[src/rtl/pipe_hazard_ctrl.sv]
`default_nettype none
// ============================================================================
// pipe_hazard_ctrl : stall / flush / freeze / halt-drain control for the
//                    ID/EX consumer side, with stall and redirect counters.
// Optional macro    : HAZ_FWD_EN (EX/MEM forwarding present; only load-use stalls)
// Revision          : 1.0
// ============================================================================
module pipe_hazard_ctrl #(
  parameter int DRAIN_CYC = 3,
  parameter int CNT_W     = 16
) (
  input  logic             clk,
  input  logic             rst,
  input  logic             id_valid,
  input  logic [2:0]       id_rs,
  input  logic [2:0]       id_rt,
  input  logic             id_use_rs,
  input  logic             id_use_rt,
  input  logic             id_halt,
  input  logic [2:0]       ex_rd,
  input  logic             ex_reg_write,
  input  logic             ex_mem_read,
  input  logic [2:0]       mem_rd,
  input  logic             mem_reg_write,
  input  logic             ex_redirect,
  input  logic             dmem_stall,
  output logic             pc_en,
  output logic             ifid_en,
  output logic             ifid_flush,
  output logic             idex_en,
  output logic             idex_flush,
  output logic             exmem_en,
  output logic             halted,
  output logic [CNT_W-1:0] stall_cnt,
  output logic [CNT_W-1:0] flush_cnt
);

  localparam int              C_DW         = (DRAIN_CYC > 1) ? $clog2(DRAIN_CYC) : 1;
  localparam logic [C_DW-1:0] C_DRAIN_LOAD = C_DW'(DRAIN_CYC - 1);
  localparam logic [CNT_W-1:0] C_CNT_MAX   = '1;

  typedef enum logic [1:0] {
    S_RUN     = 2'd0,
    S_MEMWAIT = 2'd1,
    S_DRAIN   = 2'd2,
    S_HALTED  = 2'd3
  } state_t;

  state_t            r_state;
  state_t            w_next;
  logic [C_DW-1:0]   r_drain_cnt;
  logic [C_DW-1:0]   w_drain_nxt;
  logic [CNT_W-1:0]  r_stall_cnt;
  logic [CNT_W-1:0]  r_flush_cnt;
  logic              w_match_ex;
  logic              w_match_mem;
  logic              w_hz;
  logic              w_stall_inc;
  logic              w_flush_inc;

  assign w_match_ex  = ex_reg_write & id_valid &
                       ((id_use_rs & (id_rs == ex_rd)) | (id_use_rt & (id_rt == ex_rd)));
  assign w_match_mem = mem_reg_write & id_valid &
                       ((id_use_rs & (id_rs == mem_rd)) | (id_use_rt & (id_rt == mem_rd)));

`ifdef HAZ_FWD_EN
  logic w_unused_mem_match;
  assign w_unused_mem_match = w_match_mem;
  assign w_hz = w_match_ex & ex_mem_read;
`else
  logic w_unused_mem_read;
  assign w_unused_mem_read = ex_mem_read;
  assign w_hz = w_match_ex | w_match_mem;
`endif

  always_comb begin
    pc_en       = 1'b0;
    ifid_en     = 1'b0;
    ifid_flush  = 1'b0;
    idex_en     = 1'b0;
    idex_flush  = 1'b0;
    exmem_en    = 1'b0;
    halted      = 1'b0;
    w_next      = r_state;
    w_drain_nxt = r_drain_cnt;
    w_stall_inc = 1'b0;
    w_flush_inc = 1'b0;
    if (rst) begin
      case (r_state)
        S_RUN, S_MEMWAIT: begin
          // MEMWAIT exit cycle is evaluated exactly like RUN
          if (!(r_state == S_MEMWAIT && dmem_stall)) begin
            pc_en    = 1'b1;
            ifid_en  = 1'b1;
            idex_en  = 1'b1;
            exmem_en = 1'b1;
            w_next   = S_RUN;
            if (dmem_stall) begin
              pc_en    = 1'b0;
              ifid_en  = 1'b0;
              idex_en  = 1'b0;
              exmem_en = 1'b0;
              w_next   = S_MEMWAIT;
            end else if (ex_redirect) begin
              ifid_flush  = 1'b1;
              idex_flush  = 1'b1;
              w_flush_inc = 1'b1;
            end else if (w_hz) begin
              pc_en       = 1'b0;
              ifid_en     = 1'b0;
              idex_flush  = 1'b1;
              w_stall_inc = 1'b1;
            end else if (id_halt && id_valid) begin
              pc_en       = 1'b0;
              ifid_flush  = 1'b1;
              w_drain_nxt = C_DRAIN_LOAD;
              w_next      = S_DRAIN;
            end
          end
        end
        S_DRAIN: begin
          ifid_flush = 1'b1;
          idex_en    = 1'b1;
          idex_flush = 1'b1;
          exmem_en   = ~dmem_stall;
          if (!dmem_stall) begin
            if (r_drain_cnt == '0) w_next = S_HALTED;
            else                   w_drain_nxt = r_drain_cnt - C_DW'(1);
          end
        end
        S_HALTED: halted = 1'b1;
        default:  w_next = S_RUN;
      endcase
    end
  end

  always_ff @(posedge clk or negedge rst) begin
    if (!rst) begin
      r_state     <= S_RUN;
      r_drain_cnt <= '0;
      r_stall_cnt <= '0;
      r_flush_cnt <= '0;
    end else begin
      r_state     <= w_next;
      r_drain_cnt <= w_drain_nxt;
      if (w_stall_inc && (r_stall_cnt != C_CNT_MAX)) r_stall_cnt <= r_stall_cnt + CNT_W'(1);
      if (w_flush_inc && (r_flush_cnt != C_CNT_MAX)) r_flush_cnt <= r_flush_cnt + CNT_W'(1);
    end
  end

  assign stall_cnt = r_stall_cnt;
  assign flush_cnt = r_flush_cnt;

endmodule
`default_nettype wire
[config.mk]
export PLATFORM = sky130hd
export DESIGN_NAME = pipe_hazard_ctrl
export DESIGN_NICKNAME = d
export VERILOG_FILES = /design/src/rtl/pipe_hazard_ctrl.sv
export SDC_FILE = /design/constraint.sdc
export NUM_CORES = 1
export LEC_CHECK = 0
export CAP_MARGIN = 0
export CORE_MARGIN = 2
export CORE_UTILIZATION = 50
export DETAILED_ROUTE_END_ITERATION = 6
export PLACE_DENSITY = 0.95
export RECOVER_POWER = 100
export SYNTH_ARGS = -nofsm -noshare
export SYNTH_HDL_FRONTEND = slang
export SYNTH_SLANG_ARGS = --single-unit
[constraint.sdc]
create_clock -name clk -period 6 [get_ports clk]
set_clock_uncertainty 0.1 [all_clocks]
set_input_delay 0.6 -clock clk [delete_from_list [all_inputs] [get_ports clk]]
set_output_delay 0.6 -clock clk [all_outputs]
set_load 0.01 [all_outputs]
==> results of run 1 <==
[per-layer routing]
metal / vias to the layer above / GRT usage [%] / share of wire (%)
met5: - / 0 / 0
met4: 0 / 7.653 / 1.8
met3: 13 / 6.081 / 5.0
met2: 49 / 38.50 / 50
met1: 783 / 27.66 / 44
li1: 795 / - / -
[cell usage after synthesis (3+ instances only)]
cell and instances:
a21oi_1 6, buf_2 3, dfrtp_1 36, ha_1 3, inv_1 7, mux2_2 3
nand2_1 20, nand2b_1 4, nand3_1 11, nand4_1 11, nor2_1 9, nor3_1 5
nor4_1 7, xnor2_1 27, xor2_1 13
[cell type report]
type | instances | area, µm² | area share [%]
clock buffers | 7 | 86.33 | 3.232
clock inverters | 1 | 7.507 | 0.2810
inverters | 7 | 26.28 | 0.9836
multi-input cells | 144 | 988.4 | 37.00
flip-flops and latches | 36 | 900.9 | 33.72
well taps | 48 | 60.06 | 2.248
repair buffers | 61 | 601.8 | 22.53
[critical path, stage by stage]
cell and delay [ns]:
clkbuf_1 1.43, nand2b_1 0.42, nor2_1 0.27, o21a_1 0.15
dlygate4sd3_1 0.62
[sequential cells by signal, summed over array words and instances, names as in the netlist]
register     cells
r_drain_cnt      2
r_state          2
flush_cnt       16
stall_cnt       16
[through the flow]
| stage | power [W] | cells | util [%] | setup slack, ns |
|---|---|---|---|---|
| detailed placement | 0.0003150 | 296 | 70.27 | 2.576 |
| CTS | 0.0004951 | 304 | 72.79 | 2.537 |
| global placement | 0.0003127 | 296 | 70.27 | 2.642 |
| floorplan | 0.0002851 | 190 | - | 3.552 |
| global route | 0.0005150 | 304 | 71.89 | 1.397 |
| finish | 0.0004914 | 304 | 71.89 | 1.803 |
[power by group through the flow]
| stage | sequential, W | clock [W] | combinational (W) |
|---|---|---|---|
| global route | 0.000254 | 0.000196 | 0.0000641 |
| detailed placement | 0.000257 | 0 | 0.0000575 |
| CTS | 0.000253 | 0.000185 | 0.0000578 |
| global placement | 0.000257 | 0 | 0.0000559 |
| finish | 0.000253 | 0.000182 | 0.0000563 |
| floorplan | 0.000256 | 0 | 0.0000288 |
[cells by family (layout without fill, tap and decap cells)]
group | Yosys count | after routing
fa+ha+maj | 3 | 3
xor+xnor | 40 | 40
buf+inv | 10 | 76
compound gates | 13 | 13
mux | 5 | 5
flops | 36 | 36
simple gates | 83 | 83
[final timing paths]
check | from | end | cells after the start
min in group asynchronous | rst | flush_cnt[13] | 1
max in group asynchronous | rst | stall_cnt[14] | 1
worst min-delay path | flush_cnt[5] | flush_cnt[5] | 1
worst max-delay path | rst | ifid_en | 5
worst min register to register | flush_cnt[5] | flush_cnt[5] | 1
worst max register to register | r_state[1] | stall_cnt[9] | 5
==> results.cfg, run 1 <==
[yosys]
synth_area_leaders = dfrtp_1 (46%), xnor2_1 (12%), xor2_1 (5.8%), nand2_1 (3.8%), nand4_1 (3.5%)
async_flop_share_pct = 100.0
synth_xor_area_share_pct = 17.85
syn_inst = 190
synth_adder_area_share_pct = 1.912
syn_nets = 216
synthMuxAreaShare_pct = 2.996
synth_area_leader_cell = dfrtp_1
ys_types = 36
synth_top_family_by_area = simple AND/OR/NAND/NOR gates
synth.avg_cell_area_um2 = 10.33
syn-cell-area_um2 = 1963
synth-seq-area-share_pct = 45.89
synth-compound-area-share_pct = 4.398
yosys_warnings = 0
synth_ff_type = dfrtp_1
yosys_register_bits = 36
synthSimpleGateAreaFrac_pct = 24.86
synth_edf_count = 0
yosysTopAreaCellShare_pct = 45.89

[timing]
slew_headroom_pct = -35.98
finalHoldViolCount = 0
worst_slew_pin_slew_ns = 2.040
rsz0062_at_grt = no
max_freq_mhz = 238.2
setup_viol = 0
min_period_ns = 4.197
finalMaxSlewViolations = 42
whs_ns = 0.3879
finalCritPeriodShare_pct = 69.96
fin_tns_setup_ns = 0

[floorplan]
core_um2 = 3716
rows = 22
die_x_um = 66.66
start_util_pct = 52.83
die_area_um2 = 4444
die_y_um = 66.66
boundaryPins = 62

[clock_tree]
clk_pin_slew_ns = 0.07
cts_sinks = 36
hold_buffers = 0
ctsResizeCount = 0
cts-buffers-inserted = 5
postCtsSetupBuffers = 0
insertion_delay_ns = 0.29
htree_num_levels = 2
cts_root_buf = clkbuf_8
cts_tree = done
cts_buffer_depth = 2

[cells_and_area]
design_area_um2 = 2671
final_cell_mix = dlygate4sd3_1 (39), dfrtp_1 (36), xnor2_1 (27), nand2_1 (20), clkdlybuf4s50_1 (20)
final_common_cell = dlygate4sd3_1
area_growth_pct = 36.07
drive_above_1_share_pct = 6.250
fillCellCount = 272
antennaDiodeCount = 0
nets = 281

[pwr]
p_seq_share_pct = 51.4
swShare_pct = 24.44
leakagePower_nw = 1.281
clkPwrFrac_pct = 37.1
p_int_w = 0.0003713
cellPowerDensity_nw_per_um2 = 184.0
vdd_ir_drop_max_mv = 0.1211
switchingPower_w = 0.0001201
pwr-share-comb_pct = 11.5

[worst_setup_path]
cp_max_fo = 41
worstPathArrival_ns = 3.50
r2r_setup_slack_ns = 3.31
cp-end-kind = output pin
required_ns = 5.30
critical_path_class = in -> out
start_kind = input port

[route]
ant_nets = 0
wl_mm = 4.438
dr.pass1.iters = 4
vias = 1640
via_per_inst = 5.395
drcViolationCount = 0
drtIter0Drc = 81
wl_per_cell_um = 14.60

[global_route]
grt_use_total_pct = 22.64
grt_pass1_vias = 1674
grt_antenna_before_repair = 0
gr-total-overflow = 0
grt_max_degree = 42
grt_pass1_wl_mm = 7.603

[run_status]
violations = capacitance limit, slew limit
status = complete, but fails checks

[place]
dpl_cell_area_um2 = 2611
place_hpwl_mm = 3.324
port_buffers = 60
place.gp.congestion = 0.8333

[flow_run]
maxCapViolCount = 1

[hold_path]
hold_class = reg -> reg
(Power assumes the default switching activity.)
==> inputs of run 2 (changes only) <==
Settings changed: CORE_UTILIZATION 50 to 42, PLACE_DENSITY 0.95 to 0.86.
Clock period 6 ns to 3.76 ns, I/O delays scaled along.
==> run 2 against run 1 <==
The run still ends with capacitance limit, slew limit left; combinational power increased by 60%; first-iteration DRC count down 27%; sequential share of layout area decreased by 0.25 points.
==> results.cfg, run 2 (synthesis results as in run 1) <==
[place]
port_buffers = 60
dp_cells = 301
dpl_cell_area_um2 = 2624
place.gp.congestion = 0.7985
place_hpwl_mm = 3.080
place_ws_ns = 0.8853

[clock_tree]
ctsResizeCount = 0
cts-buffers-inserted = 5
clk_pin_slew_ns = 0.07
cts_sinks = 36
cts_tree = done
cts_buffer_depth = 2
insertion_delay_ns = 0.29
postCtsSetupBuffers = 0
cts_root_buf = clkbuf_8
hold_buffers = 0
htree_num_levels = 2

[worst_setup_path]
crit_path_max_incr_delay_ns = 0.62
start_kind = input port
critPathBufInv = 2
critPathTopFamily = buffers and inverters
crit_chain = dlygate4sd3_1 > xnor2_1 > nand4_1 > a21oi_1 > a31oi_1 > nand3_1 > a21oi_1 > dlygate4sd3_1
crit_end = ifid_flush
worstPathArrival_ns = 2.56
critical_path_class = in -> out
required_ns = 3.28
r2r_start = flush_cnt[0]
worst-r2r-cell-count = 7
crit_path_start = id_rs[2]
cp-end-kind = output pin
critical_path.slowest_cell = dlygate4sd3_1
r2r_setup_slack_ns = 1.49
cp_max_fo = 5
r2r-end = flush_cnt[9]
path_depth = 8

[global_route]
grt_max_degree = 37
grt_pass1_wl_mm = 7.031
grt_antenna_before_repair = 0
grt_use_total_pct = 17.09
gr-total-overflow = 0
grt_pass1_vias = 1552

[timing]
max_freq_mhz = 329.0
finalHoldViolCount = 0
finalMaxSlewViolations = 37
worst_slew_pin_slew_ns = 1.849
fin_tns_setup_ns = 0
finalCritPeriodShare_pct = 80.84
slew_headroom_pct = -23.26
min_period_ns = 3.040
setup_viol = 0
setup_slack_ns = 0.7203
rsz0062_at_grt = no

[cells_and_area]
design_area_um2 = 2691
drive_above_1_share_pct = 5.837
antennaDiodeCount = 0
final_common_cell = dlygate4sd3_1
nets = 282
fin_cells = 309
fillCellCount = 382
area_growth_pct = 37.09
final_cell_mix = dlygate4sd3_1 (41), dfrtp_1 (36), xnor2_1 (27), nand2_1 (20), clkdlybuf4s50_1 (18)

[floorplan]
core_um2 = 4414
boundaryPins = 62
die_x_um = 72.37
rows = 24
die_area_um2 = 5237
die_y_um = 72.37
start_util_pct = 44.47

[pwr]
leakagePower_nw = 1.296
cellPowerDensity_nw_per_um2 = 287.0
vdd_ir_drop_max_mv = 0.2301

[route]
ant_nets = 0
vias = 1611
drcViolationCount = 0
dr.pass1.iters = 4
wl_per_cell_um = 13.08
wl_mm = 4.041
via_per_inst = 5.214
drtIter0Drc = 59

[hold_path]
min-delay-start = rst
hold_class = in -> reg

[run_status]
violations = capacitance limit, slew limit
status = complete, but fails checks

[flow_run]
maxCapViolCount = 1
## run 2: worst min-delay path by stage
stage / to / slack [ns] / depth (start not counted)
global route: r_state[0] / 0.40 / 3
global placement: stall_cnt[10] / 0.38 / 1
CTS: flush_cnt[12] / 0.12 / 2
detailed placement: stall_cnt[10] / 0.39 / 1
floorplan: flush_cnt[0] / -0.02 / 0
finish: r_state[0] / 0.36 / 3
## run 2: metrics by stage
step / total power, W / utilization [%] / hold slack [ns]
global route: 0.0008090 / 60.97 / 0.4035
global placement: 0.0004991 / 59.44 / 0.3753
floorplan: 0.0004550 / - / -0.01959
finish: 0.0007725 / 60.97 / 0.3572
CTS: 0.0007813 / 61.48 / 0.1189
detailed placement: 0.0005035 / 59.44 / 0.3901
## run 2: where the power goes
group | switching (W) | leakage, nW | internal [W]
clock network | 0.000130 | 0.0455 | 0.000149
registers | 0.00000550 | 0.484 | 0.000398
logic | 0.0000435 | 0.767 | 0.0000466
## run 2: worst min-delay path, cell delays in order
cell,delay [ns]
clkbuf_1,0.14
a21oi_1,0.15
nor2_1,0.05
## run 2: layout make-up
class	instances	area, µm²	share of cell area, %
sequential	36	900.9	33.47
tap	52	65.06	2.417
inverter	7	26.28	0.9763
clock buffer	8	90.09	3.347
timing repair buffer	62	601.8	22.36
multi-input combinational	144	1007	37.42
## run 2: per-layer routing
layer | vias up | GRT usage (%) | share of wire, %
met3 | 5 | 5.972 | 6.7
met2 | 45 | 28.13 | 48
met4 | 0 | 3.983 | 0.72
li1 | 799 | - | -
met5 | - | 0 | 0
met1 | 762 | 21.61 | 44
